## src/rtl/apb_master.sv

```systemverilog
// APB3 requester: turns valid/ready commands into single APB transfers with a one-cycle response.
// Optional access watchdog enabled by defining APB_MASTER_TIMEOUT_EN.
module apb_master #(
    parameter int ADDR_W  = 5,
    parameter int TIMEOUT = 16
) (
    input  logic              pclk,
    input  logic              reset_n,
    input  logic              enable,
    input  logic              cmd_valid,
    output logic              cmd_ready,
    input  logic              cmd_write,
    input  logic [ADDR_W-1:0] cmd_addr,
    input  logic [31:0]       cmd_wdata,
    output logic              rsp_valid,
    output logic [31:0]       rsp_rdata,
    output logic              rsp_err,
    output logic [ADDR_W-1:0] paddr,
    output logic              pwrite,
    output logic              psel,
    output logic              penable,
    output logic [31:0]       pwdata,
    input  logic [31:0]       prdata,
    input  logic              pready,
    input  logic              pslverr
);

    typedef enum logic [1:0] {
        IDLE   = 2'd0,
        SETUP  = 2'd1,
        ACCESS = 2'd2
    } state_t;

    state_t r_state;

`ifdef APB_MASTER_TIMEOUT_EN
    localparam int                CNT_W    = $clog2(TIMEOUT);
    localparam logic [CNT_W-1:0]  CNT_LAST = CNT_W'(TIMEOUT - 1);

    logic [CNT_W-1:0] r_wait_cnt;
`else
    logic w_unused_timeout;
    assign w_unused_timeout = (TIMEOUT != 0);
`endif

    // Held low during reset so nothing is accepted while the bus is being cleared.
    assign cmd_ready = reset_n & enable & (r_state == IDLE);

    always_ff @(posedge pclk or negedge reset_n) begin
        if (!reset_n) begin
            r_state   <= IDLE;
            paddr     <= '0;
            pwrite    <= 1'b0;
            pwdata    <= '0;
            psel      <= 1'b0;
            penable   <= 1'b0;
            rsp_valid <= 1'b0;
            rsp_rdata <= '0;
            rsp_err   <= 1'b0;
`ifdef APB_MASTER_TIMEOUT_EN
            r_wait_cnt <= '0;
`endif
        end else if (enable) begin
            rsp_valid <= 1'b0;
            case (r_state)
                IDLE: begin
                    if (cmd_valid) begin
                        paddr   <= cmd_addr;
                        pwrite  <= cmd_write;
                        pwdata  <= cmd_write ? cmd_wdata : 32'h0;
                        psel    <= 1'b1;
                        r_state <= SETUP;
                    end
                end
                SETUP: begin
                    penable <= 1'b1;
                    r_state <= ACCESS;
`ifdef APB_MASTER_TIMEOUT_EN
                    r_wait_cnt <= '0;
`endif
                end
                ACCESS: begin
                    // A ready responder always wins over the watchdog on the same edge.
                    if (pready) begin
                        psel      <= 1'b0;
                        penable   <= 1'b0;
                        rsp_valid <= 1'b1;
                        rsp_err   <= pslverr;
                        rsp_rdata <= pwrite ? 32'h0 : prdata;
                        r_state   <= IDLE;
                    end
`ifdef APB_MASTER_TIMEOUT_EN
                    else if (r_wait_cnt == CNT_LAST) begin
                        psel      <= 1'b0;
                        penable   <= 1'b0;
                        rsp_valid <= 1'b1;
                        rsp_err   <= 1'b1;
                        rsp_rdata <= 32'h0;
                        r_state   <= IDLE;
                    end else begin
                        r_wait_cnt <= r_wait_cnt + CNT_W'(1);
                    end
`endif
                end
                default: begin
                    psel    <= 1'b0;
                    penable <= 1'b0;
                    r_state <= IDLE;
                end
            endcase
        end
    end

endmodule

```

## config.mk

```make
export PLATFORM = sky130hd
export DESIGN_NAME = apb_master
export DESIGN_NICKNAME = d
export VERILOG_FILES = /design/src/rtl/apb_master.sv
export SDC_FILE = /design/constraint.sdc
export NUM_CORES = 1
export LEC_CHECK = 0
export ABC_AREA = 1
export BUFFER_PORTS_ARGS = -buffer_cell sky130_fd_sc_hd__buf_2
export CAP_MARGIN = 40
export CORE_UTILIZATION = 40
export CTS_BUF_LIST = sky130_fd_sc_hd__clkbuf_16
export DETAILED_ROUTE_END_ITERATION = 8
export PLACE_DENSITY = 0.68
export SKIP_CTS_REPAIR_TIMING = 1
export SYNTH_ARGS = -nofsm -noshare
export SYNTH_HDL_FRONTEND = slang
export SYNTH_SLANG_ARGS = --single-unit
```

## constraint.sdc

```tcl
create_clock -name pclk -period 1.5 [get_ports pclk]
set_clock_uncertainty 0.05 [all_clocks]
set_input_delay 0.15 -clock pclk [delete_from_list [all_inputs] [get_ports pclk]]
set_output_delay 0.15 -clock pclk [all_outputs]
set_load 0.005 [all_outputs]
```

[Word level (Yosys, flattened, before mapping)]
Index checks and enable logic that the tools add are counted.
Widths: inputs -> output; s select.
Storage, ports and cells
  input port bits: 76
  bits in registers: 76
  word-level logic and storage cells: 34
Cells by class
  equality and inequality tests: 4
  multiplexer cells: 11
  bitwise logic cells: 4
  reduce and logical (&&, ||, !) cells: 6
Operator list (number)
  $mux 32: 2
  $reduce_and 3->1: 4
  $pmux 1 s3: 2
  $pmux 2 s3: 1
  $mux 1: 4
  $mux 2: 2
  $ne 2x2->1 const B: 2
  $reduce_and 4->1: 1
  $and 1x1->1: 2
  $eq 2x1->1 const B: 1
  $eq 2x2->1 const B: 1
  $logic_not 2->1: 1
  $not 1->1: 2

[Longest topological paths before layout]
  depth after elaboration: 3
  depth in mapped cells: 8

[Worst setup path before layout]
No wires, ideal clock.
  kind: register to register
  from: reg r_state[0]
  to: reg pwdata[28]
  stages on the path, launching flop included: 9
  required time: 1.332 ns
  arrival: 1.144 ns
  path buffers: 2
  path slack: 0.188 ns
  cell sequence: dfrtp_1 > nor2_1 > inv_1 > nor2_4 > inv_2 > buf_4 > buf_2 > nand2_1 > nand2_1
Between the ends
  word-level cells in the longest chain between the ends: 2
Ends and longest elaborated chain
  from (decl): RTL line 34  | state_t r_state;
  from (signal assigned): RTL line 51  | r_state <= IDLE;
  from (signal assigned): RTL line 72  | r_state <= SETUP;
  from (signal assigned): RTL line 77  | r_state <= ACCESS;
  $logic_not 2->1: RTL line 65  | case (r_state)
  $reduce_and 3->1 (no source line)
  to (signal assigned): RTL line 70  | pwdata <= cmd_write ? cmd_wdata : 32'h0;
  to (decl): RTL line 22  | output logic [31:0] pwdata,
Every way passes these cells.
A chain may end at the register's enable or synchronous reset.

[Worst setup path after layout]
  from: reg r_state[0]
  to: out cmd_ready
Between the ends
  word-level cells in the longest chain between the ends: 2
Ends and longest elaborated chain
  $logic_not 2->1: RTL line 47  | assign cmd_ready = reset_n & enable & (r_state == IDLE);
  $and 1x1->1: RTL line 47
  to (decl): RTL line 11  | output logic cmd_ready,
Every way passes these cells.

==> flow_results.xml <==
<?xml version="1.0" encoding="UTF-8"?>
<metrics>
  <group name="yosys">
    <metric name="yosys.area.top_type" unit="">sky130_fd_sc_hd__dfrtp_1</metric>
    <metric name="portion_of_the_post_synthesis_area_used_by_sequential_elements" unit="%">62.8</metric>
    <metric name="cell_area_after_synthesis" unit="um2">3030</metric>
    <metric name="post_synth_num_cell_types" unit="">15</metric>
    <metric name="yosysTopAreaCellShare" unit="%">62.8</metric>
    <metric name="synth_fa_ha_area_share" unit="%">0</metric>
    <metric name="synth_compound_gate_area_share" unit="%">5.95</metric>
    <metric name="synth_xor_xnor_area_share" unit="%">0</metric>
    <metric name="synth_top_family_by_area" unit="">simple AND/OR/NAND/NOR gates</metric>
    <metric name="simple_gate_area_share_of_the_yosys_netlist" unit="%">26.4</metric>
    <metric name="multiplexer_fraction_of_the_synthesized_cell_area" unit="%">0</metric>
    <metric name="syn_nets" unit="">417</metric>
    <metric name="yosys_warnings" unit="">0</metric>
    <metric name="synthesis.area_per_instance" unit="um2">8.88</metric>
    <metric name="synth.ff_latch_count" unit="">76</metric>
    <metric name="syn_inst" unit="">341</metric>
    <metric name="synth.top_cells.by_area" unit="">sky130_fd_sc_hd__dfrtp_1, sky130_fd_sc_hd__nand2_1, sky130_fd_sc_hd__o21ai_0</metric>
  </group>
  <group name="critical_path">
    <metric name="cp_max_fo" unit="">4</metric>
    <metric name="worstRegToRegCells" unit="">6</metric>
    <metric name="timing.critical_path.required" unit="ns">1.30</metric>
    <metric name="critical_path_class" unit="">register to primary output</metric>
    <metric name="r2r-start" unit="">r_state[0]</metric>
    <metric name="critPathCaptureType" unit="">primary output</metric>
    <metric name="reg2reg_to" unit="">pwdata[20]</metric>
    <metric name="timing.critical_path.arrival" unit="ns">1.17</metric>
    <metric name="critPathLaunchType" unit="">register</metric>
    <metric name="r2r_setup_slack" unit="ns">0.16</metric>
  </group>
  <group name="pwr">
    <metric name="max-vdd-ir-drop" unit="mV">1.01</metric>
    <metric name="cellPowerDensity" unit="nW/um2">1830</metric>
    <metric name="leakagePower" unit="nW">2.45</metric>
  </group>
  <group name="sta">
    <metric name="final_setup_violation_count" unit="">0</metric>
    <metric name="final_hold_viol_count" unit="">3</metric>
    <metric name="final.min_clock_period" unit="ns">1.37</metric>
    <metric name="maxSlewViolCount" unit="">0</metric>
    <metric name="worst-slew-pin-transition" unit="ns">0.580</metric>
    <metric name="rsz_0062_raised_after_global_routing" unit="">false</metric>
    <metric name="setup_tns" unit="ns">0</metric>
    <metric name="hold-worst-slack" unit="ns">-0.0201</metric>
    <metric name="period_share" unit="%">91.4</metric>
    <metric name="maximum_clock_rate" unit="GHz">0.729</metric>
    <metric name="slew_headroom" unit="%">61.3</metric>
  </group>
  <group name="global_route">
    <metric name="grt_first_pass_wirelength" unit="mm">11.0</metric>
    <metric name="gr-total-overflow" unit="">0</metric>
    <metric name="grt_max_degree" unit="">77</metric>
    <metric name="vias_in_the_first_global_route" unit="">2463</metric>
    <metric name="grt_antenna_before_repair" unit="">0</metric>
    <metric name="grt_use_total" unit="%">18.3</metric>
  </group>
  <group name="clock_network">
    <metric name="cts_max_path_buffers" unit="">2</metric>
    <metric name="tritoncts" unit="">done</metric>
    <metric name="worst_setup_hold_path_clk_slew" unit="ns">0.06</metric>
    <metric name="clk_root_buffer_cell" unit="">sky130_fd_sc_hd__clkbuf_16</metric>
    <metric name="number_of_buffers_inserted_during_clock_tree_synthesis" unit="">9</metric>
    <metric name="clock_sink_count" unit="">76</metric>
    <metric name="clock_latency_at_the_later_pin_of_the_worst_skew_pair" unit="ns">0.32</metric>
    <metric name="h-tree-depth" unit="">3</metric>
  </group>
  <group name="floorplanning">
    <metric name="die-area" unit="um2">7920</metric>
    <metric name="core_region_area" unit="um2">7290</metric>
    <metric name="chipHeight" unit="um">89.0</metric>
    <metric name="floorplan.die.width" unit="um">89.0</metric>
    <metric name="effective_utilization_at_floorplan" unit="%">41.5</metric>
    <metric name="pin_count" unit="">151</metric>
    <metric name="count_of_standard_cell_rows" unit="">31</metric>
  </group>
  <group name="place">
    <metric name="finalWeightedCongestion" unit="">0.724</metric>
    <metric name="place.detailed.hpwl" unit="mm">4.86</metric>
    <metric name="io_buffer_count" unit="">150</metric>
  </group>
  <group name="final_layout">
    <metric name="layout.nets" unit="">567</metric>
    <metric name="flow.area_growth_from_synthesis" unit="%">39.0</metric>
    <metric name="layout-drive-gt1-share" unit="%">35.7</metric>
    <metric name="finish.utilization" unit="%">57.7</metric>
    <metric name="layout.cells.most_common_list" unit="">sky130_fd_sc_hd__nand2_1, sky130_fd_sc_hd__buf_2, sky130_fd_sc_hd__dfrtp_1, sky130_fd_sc_hd__o21ai_0, sky130_fd_sc_hd__nand3_1</metric>
    <metric name="mostFrequentLayoutCell" unit="">sky130_fd_sc_hd__nand2_1</metric>
    <metric name="fillcell_total" unit="">697</metric>
    <metric name="number_of_diodes_added_for_antenna_fixing" unit="">0</metric>
  </group>
  <group name="worst_hold_path">
    <metric name="hold_path.class" unit="">input pin to register</metric>
    <metric name="min_delay_path_depth" unit="">3</metric>
    <metric name="hp-start" unit="">cmd_addr[0]</metric>
    <metric name="hold-path-endpoint" unit="">paddr[0]</metric>
  </group>
  <group name="route">
    <metric name="vias_per_instance" unit="">4.68</metric>
    <metric name="routed_wirelength" unit="mm">7.17</metric>
    <metric name="num_vias" unit="">2783</metric>
    <metric name="remaining_drc_errors" unit="">0</metric>
    <metric name="wire_length_per_cell" unit="um">12.0</metric>
    <metric name="dr.first_iter.drc_count" unit="">105</metric>
    <metric name="ant_nets" unit="">0</metric>
    <metric name="drt-pass1-iter-count" unit="">4</metric>
  </group>
  <group name="run_status">
    <metric name="run_status" unit="">complete, but fails checks</metric>
    <metric name="violated_checks" unit="">hold timing</metric>
  </group>
  <group name="job">
    <metric name="drv.max_cap_violation_count" unit="">0</metric>
  </group>
</metrics>
==> sequential cells by signal, summed over array words and instances, names as in the netlist, 2 cells and up <==
name / cells
pwdata: 32
rsp_rdata: 32
paddr: 5
r_state: 2
==> synthesized netlist by cell type <==
library cell               count
sky130_fd_sc_hd__nand2_1     158
sky130_fd_sc_hd__dfrtp_1      76
sky130_fd_sc_hd__o21ai_0      36
sky130_fd_sc_hd__nand3_1      35
sky130_fd_sc_hd__clkbuf_1     10
sky130_fd_sc_hd__inv_1         8
sky130_fd_sc_hd__buf_2         7
sky130_fd_sc_hd__buf_4         3
sky130_fd_sc_hd__nor2_1        2
sky130_fd_sc_hd__buf_6         1
sky130_fd_sc_hd__clkbuf_2      1
sky130_fd_sc_hd__inv_2         1
sky130_fd_sc_hd__nand2_2       1
sky130_fd_sc_hd__nand4_1       1
sky130_fd_sc_hd__nor2_4        1
==> worst max-delay path: stages (launching register included) <==
cell	delay, ns
sky130_fd_sc_hd__dfrtp_1	0.42
sky130_fd_sc_hd__nor2_2	0.14
sky130_fd_sc_hd__inv_1	0.09
sky130_fd_sc_hd__nor2_1	0.08
sky130_fd_sc_hd__buf_2	0.12
==> cell type report <==
cell class	instances	area, um2	area share [%]
Clock buffer	9	225	5.35
Tap cell	99	124	2.94
Clock inverter	7	67.6	1.61
Timing Repair Buffer	161	871	20.7
Inverter	9	36.3	0.862
Sequential cell	76	1900	45.2
Multi-Input combinational cell	234	982	23.3
==> through the flow <==
step / cell area [um2] / setup WS (ns) / cells / total power [mW]
after floorplan: 3030 / 0.188 / 341 / 4.42
after global placement: 3870 / 0.0355 / 575 / 5.56
final: 4210 / 0.128 / 595 / 7.68
after detailed placement: 3870 / -0.0191 / 575 / 5.65
after CTS: 4160 / -0.0266 / 591 / 7.77
after global routing: 4210 / 0.0132 / 595 / 8.32
==> worst max path at each step <==
| stage | start | endpoint | slack [ns] |
|---|---|---|---|
| floorplan | r_state[0] | pwdata[28] | 0.19 |
| global placement | r_state[1] | r_state[0] | 0.04 |
| detailed placement | r_state[1] | r_state[0] | -0.02 |
| CTS | r_state[1] | r_state[0] | -0.03 |
| global route | r_state[0] | cmd_ready | 0.01 |
| finish | r_state[0] | cmd_ready | 0.13 |
==> power by group <==
group	switching [mW]	internal [mW]
combinational	1.24	1.07
clock	0.809	1.28
sequential	0.436	2.86
total	2.48	5.20
==> cells by family after synthesis <==
| logic type | Yosys count |
|---|---|
| DFF | 76 |
| AOI/OAI and AO/OA | 36 |
| buffers and inverters | 31 |
| and+or+nand+nor | 198 |
==> routing by layer <==
layer / GRT usage (%) / up-vias / routed length, um
met5: 0 / - / 0
met4: 7.36 / 0 / 99
met3: 5.54 / 11 / 574
met2: 30.1 / 117 / 3230
met1: 22.5 / 1282 / 3270
li1: - / 1373 / -
No activity file was read; power rests on OpenSTA's default activity.
